--- config.mk ---
export PLATFORM = sky130hd
export DESIGN_NAME = mem_b_write_ctrl
export DESIGN_NICKNAME = d
export VERILOG_FILES = /design/src/rtl/mem_xfer_pkg.sv /design/src/rtl/addr_counter_b.sv /design/src/rtl/mem_b_write_ctrl.sv
export SDC_FILE = /design/constraint.sdc
export NUM_CORES = 1
export LEC_CHECK = 0
export BUFFER_PORTS_ARGS = -buffer_cell sky130_fd_sc_hd__buf_2
export CAP_MARGIN = 0
export CORE_MARGIN = 2
export CORE_UTILIZATION = 45
export CTS_BUF_LIST = sky130_fd_sc_hd__clkbuf_8
export DETAILED_ROUTE_END_ITERATION = 7
export HOLD_SLACK_MARGIN = 0.03
export PLACE_DENSITY_LB_ADDON = 0.12
export SYNTH_ARGS = -nofsm -noshare
export SYNTH_HDL_FRONTEND = slang
export SYNTH_SLANG_ARGS = --single-unit
--- constraint.sdc ---
create_clock -name clock -period 2.1 [get_ports clock]
set_input_delay 0.42 -clock clock [delete_from_list [all_inputs] [get_ports clock]]
set_output_delay 0.42 -clock clock [all_outputs]
set_load 0.02 [all_outputs]
--- src/rtl/mem_xfer_pkg.sv ---
// Shared types and default sizes for the memory-to-memory transfer path.
package mem_xfer_pkg;

    // Write-side controller states
    typedef enum logic [1:0] {
        IDLE = 2'd0,
        RUN  = 2'd1,
        DONE = 2'd2
    } state_t;

    localparam int unsigned DATA_W_DEF = 8;
    localparam int unsigned ADDR_W_DEF = 3;
    localparam int unsigned DEPTH_DEF  = 8;

endpackage : mem_xfer_pkg

--- src/rtl/addr_counter_b.sv ---
// Memory-B write pointer: up-counter wrapping modulo 2**ADDR_W.
module addr_counter_b #(
    parameter int unsigned ADDR_W = 3
) (
    input  logic              clock,
    input  logic              Reset,
    input  logic              Clear,
    input  logic              Inc,
    output logic [ADDR_W-1:0] Count
);

    logic [ADDR_W-1:0] r_count;

    // Reset and Clear both return the pointer to address 0; Inc wraps naturally
    always_ff @(posedge clock) begin
        if (Reset || Clear) begin
            r_count <= '0;
        end else if (Inc) begin
            r_count <= r_count + ADDR_W'(1);
        end
    end

    assign Count = r_count;

endmodule : addr_counter_b

--- src/rtl/mem_b_write_ctrl.sv ---
// Write-side controller: accepts words from memory A and fills memory B from address 0.
module mem_b_write_ctrl
    import mem_xfer_pkg::*;
#(
    parameter int unsigned DATA_W = DATA_W_DEF,
    parameter int unsigned ADDR_W = ADDR_W_DEF,
    parameter int unsigned DEPTH  = DEPTH_DEF
) (
    input  logic              clock,
    input  logic              Reset,
    input  logic              Start,
    input  logic              Abort,
    input  logic [DATA_W-1:0] DataIn,
    input  logic              DataValid,
    output logic              DataReady,
    output logic [ADDR_W-1:0] AddrB,
    output logic [DATA_W-1:0] DataOutB,
    output logic              WEB,
    output logic              Busy,
    output logic              Done,
    output logic [ADDR_W:0]   WordCount
);

    localparam int unsigned CNT_W = ADDR_W + 1;

    state_t             r_state;
    state_t             w_state_nxt;
    logic               w_ready;
    logic               w_accept;
    logic               w_clear;
    logic [ADDR_W-1:0]  w_ptr;
    logic [ADDR_W-1:0]  r_addr_b;
    logic [DATA_W-1:0]  r_data_out_b;
    logic               r_web;
    logic [CNT_W-1:0]   r_word_count;

    addr_counter_b #(
        .ADDR_W (ADDR_W)
    ) u_addr_counter_b (
        .clock (clock),
        .Reset (Reset),
        .Clear (w_clear),
        .Inc   (w_accept),
        .Count (w_ptr)
    );

    // State register
    always_ff @(posedge clock) begin
        if (Reset) begin
            r_state <= IDLE;
        end else begin
            r_state <= w_state_nxt;
        end
    end

    // Next-state, handshake and pointer-control decode; Abort masks acceptance
    always_comb begin
        w_state_nxt = r_state;
        w_ready     = 1'b0;
        w_accept    = 1'b0;
        w_clear     = 1'b0;
        unique case (r_state)
            IDLE: begin
                if (Start) begin
                    w_state_nxt = RUN;
                    w_clear     = 1'b1;
                end
            end
            RUN: begin
                w_ready  = !Abort && (r_word_count < CNT_W'(DEPTH));
                w_accept = DataValid && w_ready;
                if (Abort) begin
                    w_state_nxt = IDLE;
                end else if (w_accept && (r_word_count == CNT_W'(DEPTH - 1))) begin
                    w_state_nxt = DONE;
                end
            end
            DONE: begin
                w_state_nxt = IDLE;
            end
            default: begin
                w_state_nxt = IDLE;
            end
        endcase
    end

    // Write-port and word-count registers; address/data hold when nothing is accepted
    always_ff @(posedge clock) begin
        if (Reset) begin
            r_addr_b     <= '0;
            r_data_out_b <= '0;
            r_web        <= 1'b0;
            r_word_count <= '0;
        end else begin
            r_web <= w_accept;
            if (w_accept) begin
                r_addr_b     <= w_ptr;
                r_data_out_b <= DataIn;
            end
            if (w_clear) begin
                r_word_count <= '0;
            end else if (w_accept) begin
                r_word_count <= r_word_count + CNT_W'(1);
            end
        end
    end

    assign DataReady = w_ready;
    assign AddrB     = r_addr_b;
    assign DataOutB  = r_data_out_b;
    assign WEB       = r_web;
    assign WordCount = r_word_count;
    assign Busy      = (r_state == RUN);
    assign Done      = (r_state == DONE);

endmodule : mem_b_write_ctrl

# After elaboration in Yosys (flattened, before gate mapping)
# Cells that the tools add are included.
[totals]
ff_bits = 21
latchBits = 0
ramBits = 0
romBits = 0
in_bits = 13
out_inout_bits = 19
word_cells = 30
memories = 0
[classes]
add_sub_neg = 2
n_mul = 0
n_div = 0
magnitude_cmp = 1
n_eq_ne = 5
shifts = 0
muxes = 8
bitwise = 0
n_reduce_logical = 8
[ops]
columns = ["op", "count"]
rows = [
  ["$mux 2", 3],
  ["$add 4x1->4 const B", 1],
  ["$eq 4x3->1 const B", 1],
  ["$lt 4x4->1 const B", 1],
  ["$mux 1", 4],
  ["$pmux 2 s2", 1],
  ["$add 3x1->3 const B", 1],
  ["$logic_and 1x1->1", 3],
  ["$ne 3x2->1 const B", 1],
  ["$eq 2x1->1 const B", 1],
  ["$eq 2x2->1 const B", 1],
  ["$logic_not 2->1", 1],
  ["$ne 2x2->1 const B", 1],
  ["$reduce_and 2->1", 1],
  ["$reduce_or 2->1", 1],
  ["$logic_not 1->1", 1],
  ["$logic_or 1x1->1", 1],
]

# Longest topological paths before layout
# Gate-level depths: netlist of the first run.
[logic_depth]
word_depth = 7
mapped_depth = 4
mapped_depth_nobuf = 4

# By module
# A second synthesis of the first run with hierarchy kept.
[unflattened]
hier_cells = 98
hier_area_um2 = 870.8
[by_module_without_submodules]
columns = ["mod", "instances", "cells_each", "area_per_inst_um2", "seq_area_each_um2"]
rows = [
  ["mem_b_write_ctrl", 1, 87, 739.5, 360.3],
  ["addr_counter_b", 1, 11, 131.4, 60.1],
]

# Worst setup path before layout of the first run
# No wires, ideal clock.
[synth_path]
path_kind = "input to output"
start = "input port Abort"
end = "output port DataReady"
t_arrival_ns = 1.278
required_time_ns = 1.680
setup_slack_ns = 0.402
path_stages = 3
path_buffers = 1
path_cell_list = "or3b_4 > clkbuf_1 > nor2_1"
[synth_via]
elab_chain_cells = 3
[synth_rtl]
columns = ["item", "line", "source"]
rows = [
  ["start, declared", "mem_b_write_ctrl.sv:12", "input logic Abort,"],
  ["$logic_not 1->1", "mem_b_write_ctrl.sv:70", "w_ready = !Abort && (r_word_count < CNT_W'(DEPTH));"],
  ["$logic_and 1x1->1", "mem_b_write_ctrl.sv:70", ""],
  ["$mux 1", "mem_b_write_ctrl.sv:62", "unique case (r_state)"],
  ["end, declared", "mem_b_write_ctrl.sv:15", "output logic DataReady,"],
]
# Every way passes these cells.

# Worst setup path after layout of the first run
[layout_path]
start = "register r_state[0]"
end = "output port DataReady"
[layout_via]
elab_chain_cells = 2
[layout_rtl]
columns = ["item", "line", "source"]
rows = [
  ["start, declared", "mem_b_write_ctrl.sv:26", "state_t r_state;"],
  ["start signal, assigned", "mem_b_write_ctrl.sv:52", "r_state <= w_state_nxt;"],
  ["$eq 2x1->1", "mem_b_write_ctrl.sv:62", ""],
  ["$mux 1", "mem_b_write_ctrl.sv:62", ""],
]
# Every way passes these cells.

==> run_results.csv, run 1 <==
group,metric,value,unit
status,outcome,"completed",
floorplanning,floorplan.initialDensity,0.4837,
logic_synthesis,synth_area,853.3,sq um
timing,period_share,0.8759,
detailed_routing,detail_route.iter0.violations,8,
cts,cts_setup_buffers,0,
setup_path,crit_path_max_incr_delay,0.51,ns
setup_path,r2r_slack,0.64,ns
setup_path,endpoint_kind,"output pin",
power,power,737.6,uW
detailed_routing,dr_total_vias,826,
setup_path,regToRegStartpoint,"r_state[0]$_SDFFE_PP0P_",
logic_synthesis,synth.most_common_cell,"sky130_fd_sc_hd__dfxtp_1",
floorplanning,fp.dieArea,0.002261,sq mm
cts,clock_tree.buffer_depth,2,
timing,post-route-min-period,1.839,ns
cts,cts_hold_buf,0,
finish,final_core_utilization,0.6106,
timing,worstMarginPinSlew,0.5261,ns
min_path,hold_end,"DataOutB[2]$_SDFFE_PP0P_",
timing,fin_setup_tns,0,ns
timing,maxSlewViolCount,0,
cts,cts_made_buffers,3,
logic_synthesis,netlist.top_cell.by_area,"sky130_fd_sc_hd__dfxtp_1",
detailed_routing,post-route-drc-count,0,
global_route,first_global_vias,640,
logic_synthesis,yosysUniqueCellTypes,21,
cts,clockRootBuffer,"sky130_fd_sc_hd__clkbuf_8",
finish,net_total_in_the_final_layout,147,
flow_run,max_cap_viol_count,0,
global_route,antenna_found_initial,0,
logic_synthesis,postSynthNetCount,115,
cts,cts.sinks,21,
finish,seq_area,420.4,sq um
logic_synthesis,yosys_most_used_dff,"sky130_fd_sc_hd__dfxtp_1",
placement,portBuffers,31,
min_path,holdCritStartpoint,"DataIn[2]",
power,power-per-cell-area,684.7,mW/mm^2
detailed_routing,detail_route.first_pass.iterations,4,
detailed_routing,avgRoutedWirePerCell,11.67,microns
detailed_routing,ant_nets,0,
cts,cts_tree,"yes",
logic_synthesis,synth.top_cells.by_count,"sky130_fd_sc_hd__dfxtp_1, sky130_fd_sc_hd__a21oi_1, sky130_fd_sc_hd__o21ai_0",
logic_synthesis,netlist_instances,100,
min_path,hold_path_depth,3,
finish,syn_to_final_growth,26.25,%
cts,htree_levels,1,
placement,final_hpwl_from_detailed_placement,1.275,mm
min_path,timing.hold.worst.class,"primary input to register",
setup_path,worstSetupStartpointType,"register",
floorplanning,die_width,47.55,microns
timing,rsz_0062_raised_after_global_routing,"no",
timing,timing.final.hold_violations,0,
setup_path,path_max_fanout,24,
setup_path,r2r.worst_path.cells,3,
timing,slew_margin_rel,0.6493,
global_route,largest_net_degree_at_the_start_of_global_routing,25,
power,cellLeakagePower,0.4601,nW
logic_synthesis,synth_area_leaders,"sky130_fd_sc_hd__dfxtp_1, sky130_fd_sc_hd__a21oi_1, sky130_fd_sc_hd__o21ai_0, sky130_fd_sc_hd__nand3_1, sky130_fd_sc_hd__ha_1",
setup_path,timing.setup.critical_path_class,"register to output pin",
detailed_routing,detail_route.wirelength,1.820,mm
logic_synthesis,synth-seq-cells,21,
timing,finalClockSkew,0.005136,ns
logic_synthesis,yosys_warnings,0,
global_route,overflow,0,
floorplanning,fp-row-count,15,
logic_synthesis,synth_edf_count,0,
logic_synthesis,ys_seq_area_frac,0.4927,
setup_path,crit_arrival,1.42,ns
logic_synthesis,async_flop_share,0,
setup_path,regToRegEndpoint,"WordCount[2]$_SDFFE_PP0P_",
setup_path,critical_path_cell_sequence,"or3b_4 -> nor2_1 -> buf_2",
floorplanning,die_y,47.55,microns
setup_path,critical_path.startpoint,"r_state[0]$_SDFFE_PP0P_",
cts,number_of_instances_resized_during_post_cts_repair,0,
global_route,total_routing_usage_gr,0.1749,
finish,multi_input_gate_area_in_the_final_layout,405.4,sq um
floorplanning,design.core.area,0.001764,sq mm
finish,drive_above_1_share,0.2977,
timing,fmax,543.7,MHz
cts,clk_latency,0.26,ns
logic_synthesis,average_size_of_a_mapped_cell,8.533,sq um
floorplanning,design.portCount,32,
finish,insertedDiodeCount,0,
timing,finalSetupViolations,0,
detailed_routing,route.detailed.vias_per_inst,5.295,
logic_synthesis,yosysTopAreaCellShare,0.4927,
global_route,grt_first_pass_wirelength,2.739,mm
setup_path,worst-endpoint-required,1.68,ns
setup_path,timing.critical_path.slowest_stage_cell,"sky130_fd_sc_hd__or3b_4",
power,vdd_drop_max,387.3,uV
finish,filler_cell_count,189,
cts,clk_pin_slew_worst_paths,0.08,ns
placement,gp_congestion,0.7558,
registers in the layout (all words and copies together), names as in the netlist:
signal                  flops
WEB                         1
WordCount                   4
DataOutB                    8
r_state                     2
AddrB                       3
u_addr_counter_b.Count      3
worst max-delay path by stage:
stage | slack, ns | end | cells past startpoint
after floorplan | 0.40 | DataReady | 3
after global placement | 0.39 | DataReady | 4
after detailed placement | 0.38 | DataReady | 4
after CTS | 0.25 | DataReady | 3
after global routing | 0.20 | DataReady | 3
final | 0.26 | DataReady | 3
logic make-up after synthesis:
family                   after synthesis  synth area share
AO/OA/AOI/OAI                         38            0.2273
AND/OR/NAND/NOR                       32            0.2185
flip-flops                            21            0.4927
buffers and inverters                  7           0.03225
adder cells (fa/ha/maj)                2           0.02932
placed cells by master (no fill, tap or decap):
master / synthesis / routed
sky130_fd_sc_hd__ha_1: 2 / 2
sky130_fd_sc_hd__buf_2: 1 / 31
sky130_fd_sc_hd__nor3b_2: 1 / 1
sky130_fd_sc_hd__or3b_4: 1 / 1
sky130_fd_sc_hd__a21oi_1: 18 / 18
sky130_fd_sc_hd__o21ai_0: 18 / 18
sky130_fd_sc_hd__nand2b_1: 1 / 1
sky130_fd_sc_hd__nor2_1: 3 / 3
sky130_fd_sc_hd__nor3_1: 1 / 1
sky130_fd_sc_hd__a31oi_1: 1 / 1
sky130_fd_sc_hd__clkinv_2: 0 / 1
sky130_fd_sc_hd__a21o_1: 1 / 1
sky130_fd_sc_hd__nor2b_1: 3 / 3
sky130_fd_sc_hd__nor4_1: 1 / 1
sky130_fd_sc_hd__or3_1: 4 / 4
sky130_fd_sc_hd__and3_1: 1 / 1
sky130_fd_sc_hd__nand2_1: 1 / 1
sky130_fd_sc_hd__nand3b_1: 2 / 2
sky130_fd_sc_hd__dfxtp_1: 21 / 21
sky130_fd_sc_hd__inv_1: 1 / 1
sky130_fd_sc_hd__nand3_1: 13 / 13
sky130_fd_sc_hd__clkbuf_8: 0 / 3
sky130_fd_sc_hd__buf_4: 0 / 2
worst max-delay path: cells and delay by family, from the launching register on:
family / cells / cell delay, ns
DFF: 1 / 0.37
and+or+nand+nor: 2 / 0.62
buffers and inverters: 1 / 0.17
final cells by class:
cell class	instances	share of cell area
Timing Repair Buffer	33	0.1580
Inverter	1	0.003484
Clock inverter	1	0.004646
Multi-Input combinational cell	72	0.3763
Clock buffer	3	0.03833
Tap cell	25	0.02904
Sequential cell	21	0.3902
metal layers:
metal,global-route usage,part of all wire,up-vias
li1,-,-,422
met1,0.2037,0.46,375
met2,0.3000,0.46,24
met3,0.02264,0.057,5
met4,0.1135,0.023,0
met5,0,0,-
metrics by stage:
stage,worst slack (ns),hold slack [ns],std cells,cell area [sq um]
finish,0.2607,0.3993,156,1077
floorplan,0.4021,0.4489,100,853.3
CTS,0.2494,0.3989,156,1077
detailed placement,0.3794,0.4643,152,1031
global placement,0.3873,0.4559,152,1031
global route,0.1978,0.4026,156,1077
where the power goes:
group          total [mW]  internal, mW  leakage [nW]  switching, mW
Clock               0.262         0.132        0.0255          0.130
Sequential          0.407         0.404         0.170        0.00322
Combinational      0.0682        0.0245         0.265         0.0437
No activity file was read; power rests on OpenSTA's default activity.
==> run 2: changes to the inputs <==
--- a/config.mk
+++ b/config.mk
@@ -13,6 +13,8 @@
 export DETAILED_ROUTE_END_ITERATION = 7
 export HOLD_SLACK_MARGIN = 0.03
 export PLACE_DENSITY_LB_ADDON = 0.12
+export REMOVE_ABC_BUFFERS = 1
+export SLEW_MARGIN = 20
 export SYNTH_ARGS = -nofsm -noshare
 export SYNTH_HDL_FRONTEND = slang
 export SYNTH_SLANG_ARGS = --single-unit
==> run_results.csv, run 2 (synthesis gave the netlist of run 1 again) <==
group,metric,value,unit
finish,largest_reg_flops,8,
detailed_routing,detail_route.iter0.violations,14,
placement,portBuffers,31,
flow_run,max_cap_viol_count,0,
setup_path,regToRegStartpoint,"r_state[0]$_SDFFE_PP0P_",
global_route,first_global_vias,600,
finish,top_library_cells_by_usage_in_the_layout_fill_and_taps_aside,"sky130_fd_sc_hd__buf_2, sky130_fd_sc_hd__dfxtp_1, sky130_fd_sc_hd__o21ai_0, sky130_fd_sc_hd__a21oi_1, sky130_fd_sc_hd__nand3_1",
cts,htree_levels,1,
cts,clk_pin_slew_worst_paths,0.07,ns
global_route,antenna_found_initial,0,
setup_path,path_max_fanout,24,
cts,clockRootBuffer,"sky130_fd_sc_hd__clkbuf_8",
floorplanning,design.portCount,32,
cts,cts_setup_buffers,0,
finish,insertedDiodeCount,0,
setup_path,endpoint_kind,"output pin",
global_route,total_routing_usage_gr,0.1704,
cts,cts_hold_buf,0,
global_route,grt_first_pass_wirelength,2.697,mm
setup_path,critical_path.startpoint,"r_state[0]$_SDFFE_PP0P_",
setup_path,r2r_slack,0.62,ns
min_path,timing.hold.worst.class,"primary input to register",
setup_path,crit_arrival,1.42,ns
status,outcome,"completed",
finish,syn_to_final_growth,27.13,%
power,power-per-cell-area,674.7,mW/mm^2
timing,period_share,0.8762,
floorplanning,design.core.area,0.001764,sq mm
timing,post-route-min-period,1.840,ns
detailed_routing,post-route-drc-count,0,
setup_path,timing.setup.critical_path_class,"register to output pin",
floorplanning,floorplan.initialDensity,0.4837,
detailed_routing,detail_route.first_pass.iterations,4,
finish,most_common_cell_after_layout_fill_and_taps_aside,"sky130_fd_sc_hd__buf_2",
timing,finalClockSkew,0.001679,ns
timing,slew_margin_rel,0.6223,
placement,gp_congestion,0.7215,
timing,timing.final.hold_violations,0,
power,vdd_drop_max,494.0,uV
cts,cts_made_buffers,3,
detailed_routing,detail_route.wirelength,1.853,mm
cts,clk_latency,0.25,ns
timing,fmax,543.5,MHz
detailed_routing,dr_total_vias,821,
global_route,largest_net_degree_at_the_start_of_global_routing,25,
global_route,overflow,0,
finish,net_total_in_the_final_layout,148,
cts,number_of_instances_resized_during_post_cts_repair,0,
power,cellLeakagePower,0.4649,nW
cts,clock_tree.buffer_depth,2,
detailed_routing,route.detailed.vias_per_inst,5.229,
finish,drive_above_1_share,0.3030,
placement,final_hpwl_from_detailed_placement,1.289,mm
floorplanning,die_width,47.55,microns
timing,finalSetupViolations,0,
timing,rsz_0062_raised_after_global_routing,"no",
finish,final_core_utilization,0.6149,
cts,cts_tree,"yes",
setup_path,regToRegEndpoint,"u_addr_counter_b.Count[0]$_SDFFE_PP0P_",
power,power,732.0,uW
timing,maxSlewViolCount,0,
setup_path,worstSetupStartpointType,"register",
floorplanning,die_y,47.55,microns
floorplanning,fp.dieArea,0.002261,sq mm
detailed_routing,avgRoutedWirePerCell,11.80,microns
floorplanning,fp-row-count,15,
setup_path,crit_path_end,"DataReady",
setup_path,worst-endpoint-required,1.68,ns
timing,worstMarginPinSlew,0.5666,ns
timing,fin_setup_tns,0,ns
cts,cts.sinks,21,
setup_path,r2r.worst_path.cells,3,
detailed_routing,ant_nets,0,
## run 2: cell count changes in the layout (fill, tap and decap cells not counted)
cell                    before  now
sky130_fd_sc_hd__buf_4       2    3
## run 2: metrics by stage
stage / std cells / area [sq um] / setup WS, ns / hold WS (ns)
2_1_floorplan: 94 / 829.5 / 0.4976 / 0.4426
3_3_place_gp: 153 / 1039 / 0.3872 / 0.4573
3_5_place_dp: 153 / 1039 / 0.3852 / 0.4645
4_1_cts: 157 / 1085 / 0.2545 / 0.4071
5_1_grt: 157 / 1085 / 0.1630 / 0.4102
6_report: 157 / 1085 / 0.2599 / 0.4084
## run 2: per-layer routing
metal,track usage,vias to the layer above,routed length [microns]
li1,-,425,-
met1,0.2297,377,865
met2,0.2703,17,902
met3,0.03396,2,74
met4,0.06486,0,10
met5,0,-,0
## run 2: worst min path at each step
stage / slack, ns / cells past startpoint / startpoint / endpoint
floorplan: 0.44 / 2 / u_addr_counter_b.Count[2]$_SDFFE_PP0P_ / AddrB[2]$_SDFFE_PP0P_
global placement: 0.46 / 2 / DataOutB[3]$_SDFFE_PP0P_ / DataOutB[3]$_SDFFE_PP0P_
detailed placement: 0.46 / 2 / DataOutB[4]$_SDFFE_PP0P_ / DataOutB[4]$_SDFFE_PP0P_
CTS: 0.41 / 3 / DataIn[3] / DataOutB[3]$_SDFFE_PP0P_
global route: 0.41 / 3 / DataIn[3] / DataOutB[3]$_SDFFE_PP0P_
finish: 0.41 / 3 / DataIn[3] / DataOutB[3]$_SDFFE_PP0P_
## run 2: final cells by class
cell class,count,area [sq um]
clock inverter,1,5.005
clock buffer,3,41.29
tap,25,31.28
inverter,1,3.754
fill,177,679.4
multi-input combinational,72,405.4
timing repair buffer,34,177.7
sequential,21,420.4
## run 2: report_power, final
| part | switching [mW] | internal [mW] |
|---|---|---|
| Sequential | 0.00335 | 0.404 |
| Combinational | 0.0441 | 0.0257 |
| Clock | 0.123 | 0.132 |
## run 2: worst max-delay path, stage by stage (launching register included)
cell                      delay, ns
sky130_fd_sc_hd__dfxtp_1       0.37
sky130_fd_sc_hd__or3b_4        0.51
sky130_fd_sc_hd__nor2_1        0.11
sky130_fd_sc_hd__buf_2         0.17
==> run 3: changes to the inputs <==
--- a/config.mk
+++ b/config.mk
@@ -13,6 +13,7 @@
 export DETAILED_ROUTE_END_ITERATION = 7
 export HOLD_SLACK_MARGIN = 0.03
 export PLACE_DENSITY_LB_ADDON = 0.12
+export RECOVER_POWER = 25
 export REMOVE_ABC_BUFFERS = 1
 export SLEW_MARGIN = 20
 export SYNTH_ARGS = -nofsm -noshare
==> run_results.csv, run 3 (synthesis gave the netlist of run 1 again) <==
group,metric,value,unit
status,outcome,"completed",
floorplanning,design.core.area,0.001764,sq mm
finish,syn_to_final_growth,25.37,%
global_route,largest_net_degree_at_the_start_of_global_routing,25,
detailed_routing,route.layer.met1.wl,845,microns
cts,clk_latency,0.25,ns
finish,largest_reg_flops,8,
power,pwr-share-clk,0.350,
detailed_routing,ant_nets,0,
global_route,first_global_vias,600,
detailed_routing,post-route-drc-count,0,
detailed_routing,detail_route.wirelength,1.857,mm
global_route,total_routing_usage_gr,0.1704,
min_path,timing.hold.worst.class,"primary input to register",
setup_path,endpoint_kind,"output pin",
floorplanning,die_y,47.55,microns
setup_path,critical_path_cell_sequence,"or3b_4 -> nor2_1 -> buf_2",
finish,drive_above_1_share,0.2273,
detailed_routing,dr.max_layer_used,"met4",
floorplanning,design.portCount,32,
setup_path,timing.setup.critical_path_class,"register to output pin",
detailed_routing,routed_met3_length,76,microns
power,vdd_drop_max,493.7,uV
cts,cts_hold_buf,0,
cts,clockRootBuffer,"sky130_fd_sc_hd__clkbuf_8",
power,power.combinational.fraction,0.093,
cts,htree_levels,1,
placement,portBuffers,31,
timing,fin_setup_tns,0,ns
setup_path,critical_path.n_buffers_inverters,1,
global_route,grt_first_pass_wirelength,2.697,mm
cts,cts_tree,"yes",
power,cellLeakagePower,0.4218,nW
timing,maxSlewViolCount,0,
power,cellInternalPower,559.4,uW
detailed_routing,avgRoutedWirePerCell,11.83,microns
cts,clk_pin_slew_worst_paths,0.08,ns
finish,final_core_utilization,0.6064,
detailed_routing,detail_route.iter0.violations,14,
detailed_routing,route.detailed.vias_per_inst,5.210,
cts,clock_tree.buffer_depth,2,
timing,rsz_0062_raised_after_global_routing,"no",
cts,cts.sinks,21,
floorplanning,fp.dieArea,0.002261,sq mm
timing,fmax,544.4,MHz
finish,insertedDiodeCount,0,
setup_path,worst-path-stages,3,
global_route,antenna_found_initial,0,
setup_path,crit_arrival,1.42,ns
placement,final_hpwl_from_detailed_placement,1.289,mm
power,switching_power,171.4,uW
detailed_routing,detail_route.first_pass.iterations,4,
setup_path,r2r.worst_path.cells,4,
detailed_routing,met2_wirelength,924,microns
floorplanning,floorplan.initialDensity,0.4837,
setup_path,worstSetupStartpointType,"register",
timing,finalClockSkew,0.002239,ns
finish,net_total_in_the_final_layout,148,
setup_path,worst-endpoint-required,1.68,ns
cts,number_of_instances_resized_during_post_cts_repair,0,
finish,most_common_cell_after_layout_fill_and_taps_aside,"sky130_fd_sc_hd__buf_2",
timing,worstMarginPinSlew,0.6424,ns
setup_path,critical_path.top_delay_family,"simple AND/OR/NAND/NOR gates",
floorplanning,die_width,47.55,microns
timing,period_share,0.8746,
placement,gp_congestion,0.7215,
setup_path,path_max_fanout,24,
detailed_routing,dr_total_vias,818,
setup_path,timing.critical_path.slowest_stage_cell,"sky130_fd_sc_hd__or3b_4",
timing,hold_ws,0.4079,ns
floorplanning,fp-row-count,15,
power,power.sequential.fraction,0.557,
finish,top_library_cells_by_usage_in_the_layout_fill_and_taps_aside,"sky130_fd_sc_hd__buf_2, sky130_fd_sc_hd__dfxtp_1, sky130_fd_sc_hd__o21ai_0, sky130_fd_sc_hd__a21oi_1, sky130_fd_sc_hd__nand3_1",
power,power-per-cell-area,683.1,mW/mm^2
flow_run,max_cap_viol_count,0,
global_route,overflow,0,
finish,finish.cell_count_without_fillers,157,
min_path,hold_path_depth,3,
timing,timing.final.hold_violations,0,
power,power.share.switching,0.2345,
placement,dp.cells,153,
timing,post-route-min-period,1.837,ns
timing,slew_margin_rel,0.5717,
cts,cts_setup_buffers,0,
timing,finalSetupViolations,0,
setup_path,crit_path_max_incr_delay,0.51,ns
cts,cts_made_buffers,3,
## run 3: changes by cell type in the layout (fill, tap and decap cells not counted)
cell / delta
sky130_fd_sc_hd__clkbuf_1: +10
sky130_fd_sc_hd__buf_4: -1
sky130_fd_sc_hd__buf_2: -9
## run 3: layout make-up
| cell class | instances | area (sq um) |
|---|---|---|
| sequential | 21 | 420.4 |
| clock buffer | 3 | 41.29 |
| multi-input combinational | 72 | 405.4 |
| timing repair buffer | 34 | 162.7 |
| fill | 181 | 694.4 |
| tap | 25 | 31.28 |
| clock inverter | 1 | 5.005 |
| inverter | 1 | 3.754 |
## run 3: stage by stage
stage          setup slack, ns  area [sq um]  power, mW
3_3_place_gp            0.3872          1039     0.4855
2_1_floorplan           0.4976         829.5     0.4512
4_1_cts                 0.2545          1085     0.7378
5_1_grt                 0.1630          1070     0.7628
3_5_place_dp            0.3852          1039     0.4864
6_report                0.2633          1070     0.7307
## run 3: metal layers
layer | track usage | vias to the layer above
met5 | 0 | -
met4 | 0.06486 | 0
met3 | 0.03396 | 2
met2 | 0.2703 | 17
met1 | 0.2297 | 375
li1 | - | 424
## run 3: final timing paths
kind,to,from,slack [ns]
setup reg to reg,DataOutB[5]$_SDFFE_PP0P_,r_state[0]$_SDFFE_PP0P_,0.62
setup / recovery,DataReady,r_state[0]$_SDFFE_PP0P_,0.26
hold reg to reg,DataOutB[3]$_SDFFE_PP0P_,DataOutB[3]$_SDFFE_PP0P_,0.48
hold / removal,DataOutB[3]$_SDFFE_PP0P_,DataIn[3],0.41
## run 3: worst reg2reg max path: cells and delay by family (launching register included)
family                 cells  cell delay (ns)
AND/OR/NAND/NOR            2             0.36
flip-flops                 1             0.37
AO/OA/AOI/OAI              1             0.17
buffers and inverters      1             0.51
## run 3: power groups by stage
stage | clock network (mW) | logic [mW] | registers, mW
6_report | 0.256 | 0.0678 | 0.407
5_1_grt | 0.280 | 0.0754 | 0.408
4_1_cts | 0.260 | 0.0701 | 0.407
3_5_place_dp | 0 | 0.0698 | 0.417
3_3_place_gp | 0 | 0.0692 | 0.416
2_1_floorplan | 0 | 0.0297 | 0.422
